[src/rtl/uart_rx_byte.sv]
// uart_rx_byte: oversampled async-serial receiver for the nibble-swap datapath.
// Takes 8N1 frames on rx_in, sampled by clk at CLKS_PER_BIT cycles per bit.
// Each good byte is presented on rx_data with a one-cycle rx_valid strobe.
// Optional feature macro: UART_PARITY_EN.
// When it is defined, the frame becomes 8E1 and the rx_parity_err port is added.
module uart_rx_byte #(
  parameter int CLKS_PER_BIT = 16
) (
  input  logic       clk,
  input  logic       rst,
  input  logic       rx_in,
  output logic [7:0] rx_data,
  output logic       rx_valid,
  output logic       rx_frame_err,
  output logic       rx_busy
`ifdef UART_PARITY_EN
  ,
  output logic       rx_parity_err
`endif
);

  localparam int CNT_W = (CLKS_PER_BIT <= 2) ? 1 : $clog2(CLKS_PER_BIT);

  // The start bit is checked half a bit in, so every later sample lands mid-bit.
  localparam logic [CNT_W-1:0] HALF_LAST = CNT_W'(CLKS_PER_BIT / 2 - 1);
  localparam logic [CNT_W-1:0] FULL_LAST = CNT_W'(CLKS_PER_BIT - 1);

  typedef enum logic [2:0] {
    S_IDLE,
    S_START,
    S_DATA,
    S_PARITY,
    S_STOP,
    S_BREAK
  } state_t;

  state_t state, state_next;

  logic             sync_1, sync_2;
  logic             rx_s;
  logic [CNT_W-1:0] cnt, cnt_next;
  logic [2:0]       bit_idx, bit_idx_next;
  logic [7:0]       shift, shift_next;
  logic [7:0]       data_next;
  logic             valid_next;
  logic             frame_err_next;

`ifdef UART_PARITY_EN
  logic             par_bit, par_bit_next;
  logic             parity_err_next;
`endif

  assign rx_s    = sync_2;
  assign rx_busy = (state != S_IDLE);

  // Two-flop synchronizer. The reset value of 1 matches an idle line.
  always_ff @(posedge clk) begin
    if (rst) begin
      sync_1 <= 1'b1;
      sync_2 <= 1'b1;
    end else begin
      sync_1 <= rx_in;
      sync_2 <= sync_1;
    end
  end

  // State register, plus the datapath and strobe registers that the FSM steers.
  always_ff @(posedge clk) begin
    if (rst) begin
      state        <= S_IDLE;
      cnt          <= '0;
      bit_idx      <= '0;
      shift        <= '0;
      rx_data      <= 8'h00;
      rx_valid     <= 1'b0;
      rx_frame_err <= 1'b0;
`ifdef UART_PARITY_EN
      par_bit       <= 1'b0;
      rx_parity_err <= 1'b0;
`endif
    end else begin
      state        <= state_next;
      cnt          <= cnt_next;
      bit_idx      <= bit_idx_next;
      shift        <= shift_next;
      rx_data      <= data_next;
      rx_valid     <= valid_next;
      rx_frame_err <= frame_err_next;
`ifdef UART_PARITY_EN
      par_bit       <= par_bit_next;
      rx_parity_err <= parity_err_next;
`endif
    end
  end

  // Next-state and datapath logic. Strobes default low, and every register holds unless a state moves it.
  always_comb begin
    state_next     = state;
    cnt_next       = cnt + CNT_W'(1);
    bit_idx_next   = bit_idx;
    shift_next     = shift;
    data_next      = rx_data;
    valid_next     = 1'b0;
    frame_err_next = 1'b0;
`ifdef UART_PARITY_EN
    par_bit_next    = par_bit;
    parity_err_next = 1'b0;
`endif

    case (state)
      S_IDLE: begin
        cnt_next = '0;
        if (!rx_s) begin
          state_next = S_START;
        end
      end

      S_START: begin
        if (cnt == HALF_LAST) begin
          cnt_next = '0;
          if (!rx_s) begin
            state_next   = S_DATA;
            bit_idx_next = 3'd0;
          end else begin
            state_next = S_IDLE;
          end
        end
      end

      S_DATA: begin
        if (cnt == FULL_LAST) begin
          cnt_next     = '0;
          shift_next   = {rx_s, shift[7:1]};
          bit_idx_next = bit_idx + 3'd1;
          if (bit_idx == 3'd7) begin
`ifdef UART_PARITY_EN
            state_next = S_PARITY;
`else
            state_next = S_STOP;
`endif
          end
        end
      end

`ifdef UART_PARITY_EN
      S_PARITY: begin
        if (cnt == FULL_LAST) begin
          cnt_next     = '0;
          par_bit_next = rx_s;
          state_next   = S_STOP;
        end
      end
`endif

      S_STOP: begin
        if (cnt == FULL_LAST) begin
          cnt_next = '0;
          if (rx_s) begin
            state_next = S_IDLE;
`ifdef UART_PARITY_EN
            if ((^shift) != par_bit) begin
              parity_err_next = 1'b1;
            end else begin
              data_next  = shift;
              valid_next = 1'b1;
            end
`else
            data_next  = shift;
            valid_next = 1'b1;
`endif
          end else begin
            frame_err_next = 1'b1;
            state_next     = S_BREAK;
          end
        end
      end

      S_BREAK: begin
        cnt_next = '0;
        if (rx_s) begin
          state_next = S_IDLE;
        end
      end

      default: begin
        cnt_next   = '0;
        state_next = S_IDLE;
      end
    endcase
  end

endmodule

[config.mk]
export PLATFORM = sky130hd
export DESIGN_NAME = uart_rx_byte
export DESIGN_NICKNAME = d
export VERILOG_FILES = /design/src/rtl/uart_rx_byte.sv
export SDC_FILE = /design/constraint.sdc
export NUM_CORES = 1
export LEC_CHECK = 0
export BUFFER_PORTS_ARGS = -buffer_cell sky130_fd_sc_hd__buf_2
export CAP_MARGIN = 40
export CORE_UTILIZATION = 55
export DETAILED_ROUTE_END_ITERATION = 10
export GPL_TIMING_DRIVEN = 0
export PLACE_DENSITY = 0.76
export SLEW_MARGIN = 10
export SYNTH_ARGS = -nofsm -noshare
export SYNTH_HDL_FRONTEND = slang
export SYNTH_SLANG_ARGS = --single-unit
[constraint.sdc]
create_clock -name clk -period 1.76 [get_ports clk]
set_input_delay 0.088 -clock clk [delete_from_list [all_inputs] [get_ports clk]]
set_output_delay 0.088 -clock clk [all_outputs]
set_load 0.02 [all_outputs]
==> summary.txt <==
outcome: completed
post-route minimum period: 1667 ps
CP peak stage delay: 370 ps
Synth Cell Area: 1245 sq um
Synth top area share: 48.24%
Max-Cap Viols: 0
area growth from synthesis to layout: 19.30%
fillcell total: 154
post-synth cell types: 32
Mapped Cells: 137
syn_area_per_cell: 9.087 sq um
Cell Pwr Density: 1071 nW/um^2
clock sink count: 30
Util after Layout: 72.73%
crit-path cells: ha_2, nand3_2, o211a_1, a21oi_4, mux2_2
Post-synth EDFFs: 0
Post-Syn Nets: 143
slew margin rel.: 68.44%
HPWL Detailed: 1533 um
critical path's slowest cell: dfxtp_1
Worst setup SP type: flip-flop
die height: 49.58 um
Leak Pwr: 0.6526 nW
family with the most delay on the worst path: compound AO/OA/AOI/OAI gates
largest net degree at the start of global routing: 11
synth top area cells: dfxtp_1 (48%), mux2i_1 (7.2%), nand2_1 (6.3%)
input/output buffers: 12
layout cells sized above 1: 22.15%
WL final: 2256 um
initial antenna violation count: 0
CTS root buffer: clkbuf_4
global-route usage over all layers: 20.87%
worst-margin pin slew: 473.4 ps
Max VDD drop: 867.5 uV
RSZ-0062 raised after global routing: no
fmax: 600.0 MHz
Buf+Inv Stages, Crit Path: 0
Final Hold Viols: 0
Max clock buf depth: 2
Warnings, synthesis: 0
Seq/Total Area, Yosys: 48.24%
via count: 990
I/O Pins: 14
post-synthesis register bit count: 30
TNS Setup: 0 ps
# Post-CTS Setup Buffers: 0
Synth area leader: dfxtp_1
row count: 16
DRT Pass-1 Iters: 4
GRT overflow: 0
fin crit share: 94.70%
CP required: 1980 ps
TritonCTS clock tree: yes
DRC Markers: 0
worst setup path class: flip-flop to flip-flop
Die W: 49.58 um
skew final: 6.759 ps
Worst Reg2Reg Path Length in Cells: 5
nets@finish: 163
number of global-route vias before repair: 905
Hold Path Depth: 2
per-cell routed wire length: 12.19 um
die area: 2458 sq um
ANT nets after route: 0
insertion delay of the later-clocked pin in the worst-skew pair: 320 ps
ys async rst share: 0%
core area: 2042 sq um
worst min path class: input port to flip-flop
logic depth of the worst path, buffers included: 5
most common flop cell mapped by yosys: dfxtp_1
endpoint class of the critical path: flip-flop
dpl ws: 53.18 ps
CP Max Fanout: 4
final RePlAce weighted congestion: 0.7196
clock slew at reported path FFs: 90 ps
htree depth: 2
Final WS setup: 93.21 ps
# diodes: 0
count of pins over their slew limit: 0
initial core utilization: 60.97%
1st-iter DRT viols: 26
Via density: 5.351
Worst EP arrival: 1880 ps
TritonCTS Buffers: 5
# setup viols final: 0
first-pass GRT wire length: 3829 um
-- area by class of cell --
cell class | instances | area [sq um] | area share (%)
Multi-Input combinational cell | 99 | 628.1 | 42.29
Sequential cell | 30 | 600.6 | 40.44
Timing Repair Buffer | 13 | 70.07 | 4.718
Clock inverter | 2 | 60.06 | 4.044
Clock buffer | 6 | 51.30 | 3.454
Buffer | 7 | 37.54 | 2.527
Tap cell | 27 | 33.78 | 2.275
Inverter | 1 | 3.754 | 0.2527
-- final timing paths --
path,to,from,slack [ps]
hold reg to reg,rx_s,sync_1,420
hold / removal,state[1],rst,210
setup / recovery,state[0],cnt[0],90
setup reg to reg,state[0],cnt[0],90
-- worst register-to-register path: stages, from the launching register on --
cell and delay (ps):
dfxtp_1 370, ha_2 230, nand3_2 130, o211a_1 280, a21oi_4 210, mux2_2 350
-- through the flow --
step	cells	hold WS (ps)	total power [mW]	cell area, sq um
after floorplan	137	191.8	0.8424	1245
after global placement	176	272.5	0.8704	1339
after detailed placement	176	275.2	0.8735	1339
after CTS	185	229.1	1.587	1460
after global routing	185	260.4	1.645	1485
final	185	210.3	1.591	1485
-- cell families after synthesis --
family                     count (synthesis)  share of synthesized area (%)
AOI/OAI and AO/OA                         21                          10.65
xor gates and xnor gates                   2                          1.407
adders and majority gates                  3                          3.015
buffers and inverters                      8                          3.215
DFF                                       30                          48.24
muxes                                     10                          8.141
and+or+nand+nor                           63                          25.33
-- layer usage --
layer / share of wire [%] / global-route usage, % / vias to the layer above
met2: 45 / 33.11 / 26
met4: 2.1 / 10.48 / 0
met5: 0 / 0 / -
met3: 4.6 / 6.481 / 6
li1: - / - / 512
met1: 48 / 25.29 / 446
-- synthesized netlist by cell type, types with 2 or more instances --
cell	instances
nor2_1	14
mux2i_1	9
a21oi_1	10
nor2b_1	4
nand3_1	9
nand2_1	21
xor2_1	2
o21ai_0	4
buf_2	2
or2_2	3
a21oi_2	2
and2_1	2
or3_1	2
clkbuf_1	4
dfxtp_1	30
ha_1	3
-- sequential cells by signal, indices dropped and copies added (netlist names) --
| signal | flops |
|---|---|
| cnt | 4 |
| rx_s | 1 |
| rx_valid | 1 |
| rx_data | 8 |
| shift | 8 |
| sync_1 | 1 |
| bit_idx | 3 |
| state | 3 |
| rx_frame_err | 1 |
-- placed cells by master, fill, tap and decap left out, drive strengths merged --
master / instances
a2111oi: 1
and3: 1
nand3: 9
and2: 2
a21oi: 12
o21ai: 4
ha: 3
clkbuf: 10
mux2i: 9
nor2b: 4
mux2: 1
o311a: 1
o22ai: 1
xor2: 2
inv: 1
and3b: 1
nand4: 1
or3b: 1
or2: 3
a32o: 1
nand2: 21
dlygate4sd3: 1
nor3b: 1
bufinv: 2
nor2: 15
and2b: 1
buf: 15
dfxtp: 30
o211a: 1
nor3: 1
or3: 2
-- where the power goes --
part / internal, mW / switching (mW) / leakage, nW / total (mW)
clock: 0.481 / 0.232 / 0.0585 / 0.713
combinational: 0.0741 / 0.102 / 0.352 / 0.176
sequential: 0.691 / 0.0109 / 0.242 / 0.702
-- what timing repair did --
action                                  CTS  global route
endpoints found under the setup margin    0            12
hold buffers                              1             0
hold endpoints to repair                  1             0
gates resized for setup                   0             6
Note: power is estimated with default switching activity, not from simulation.
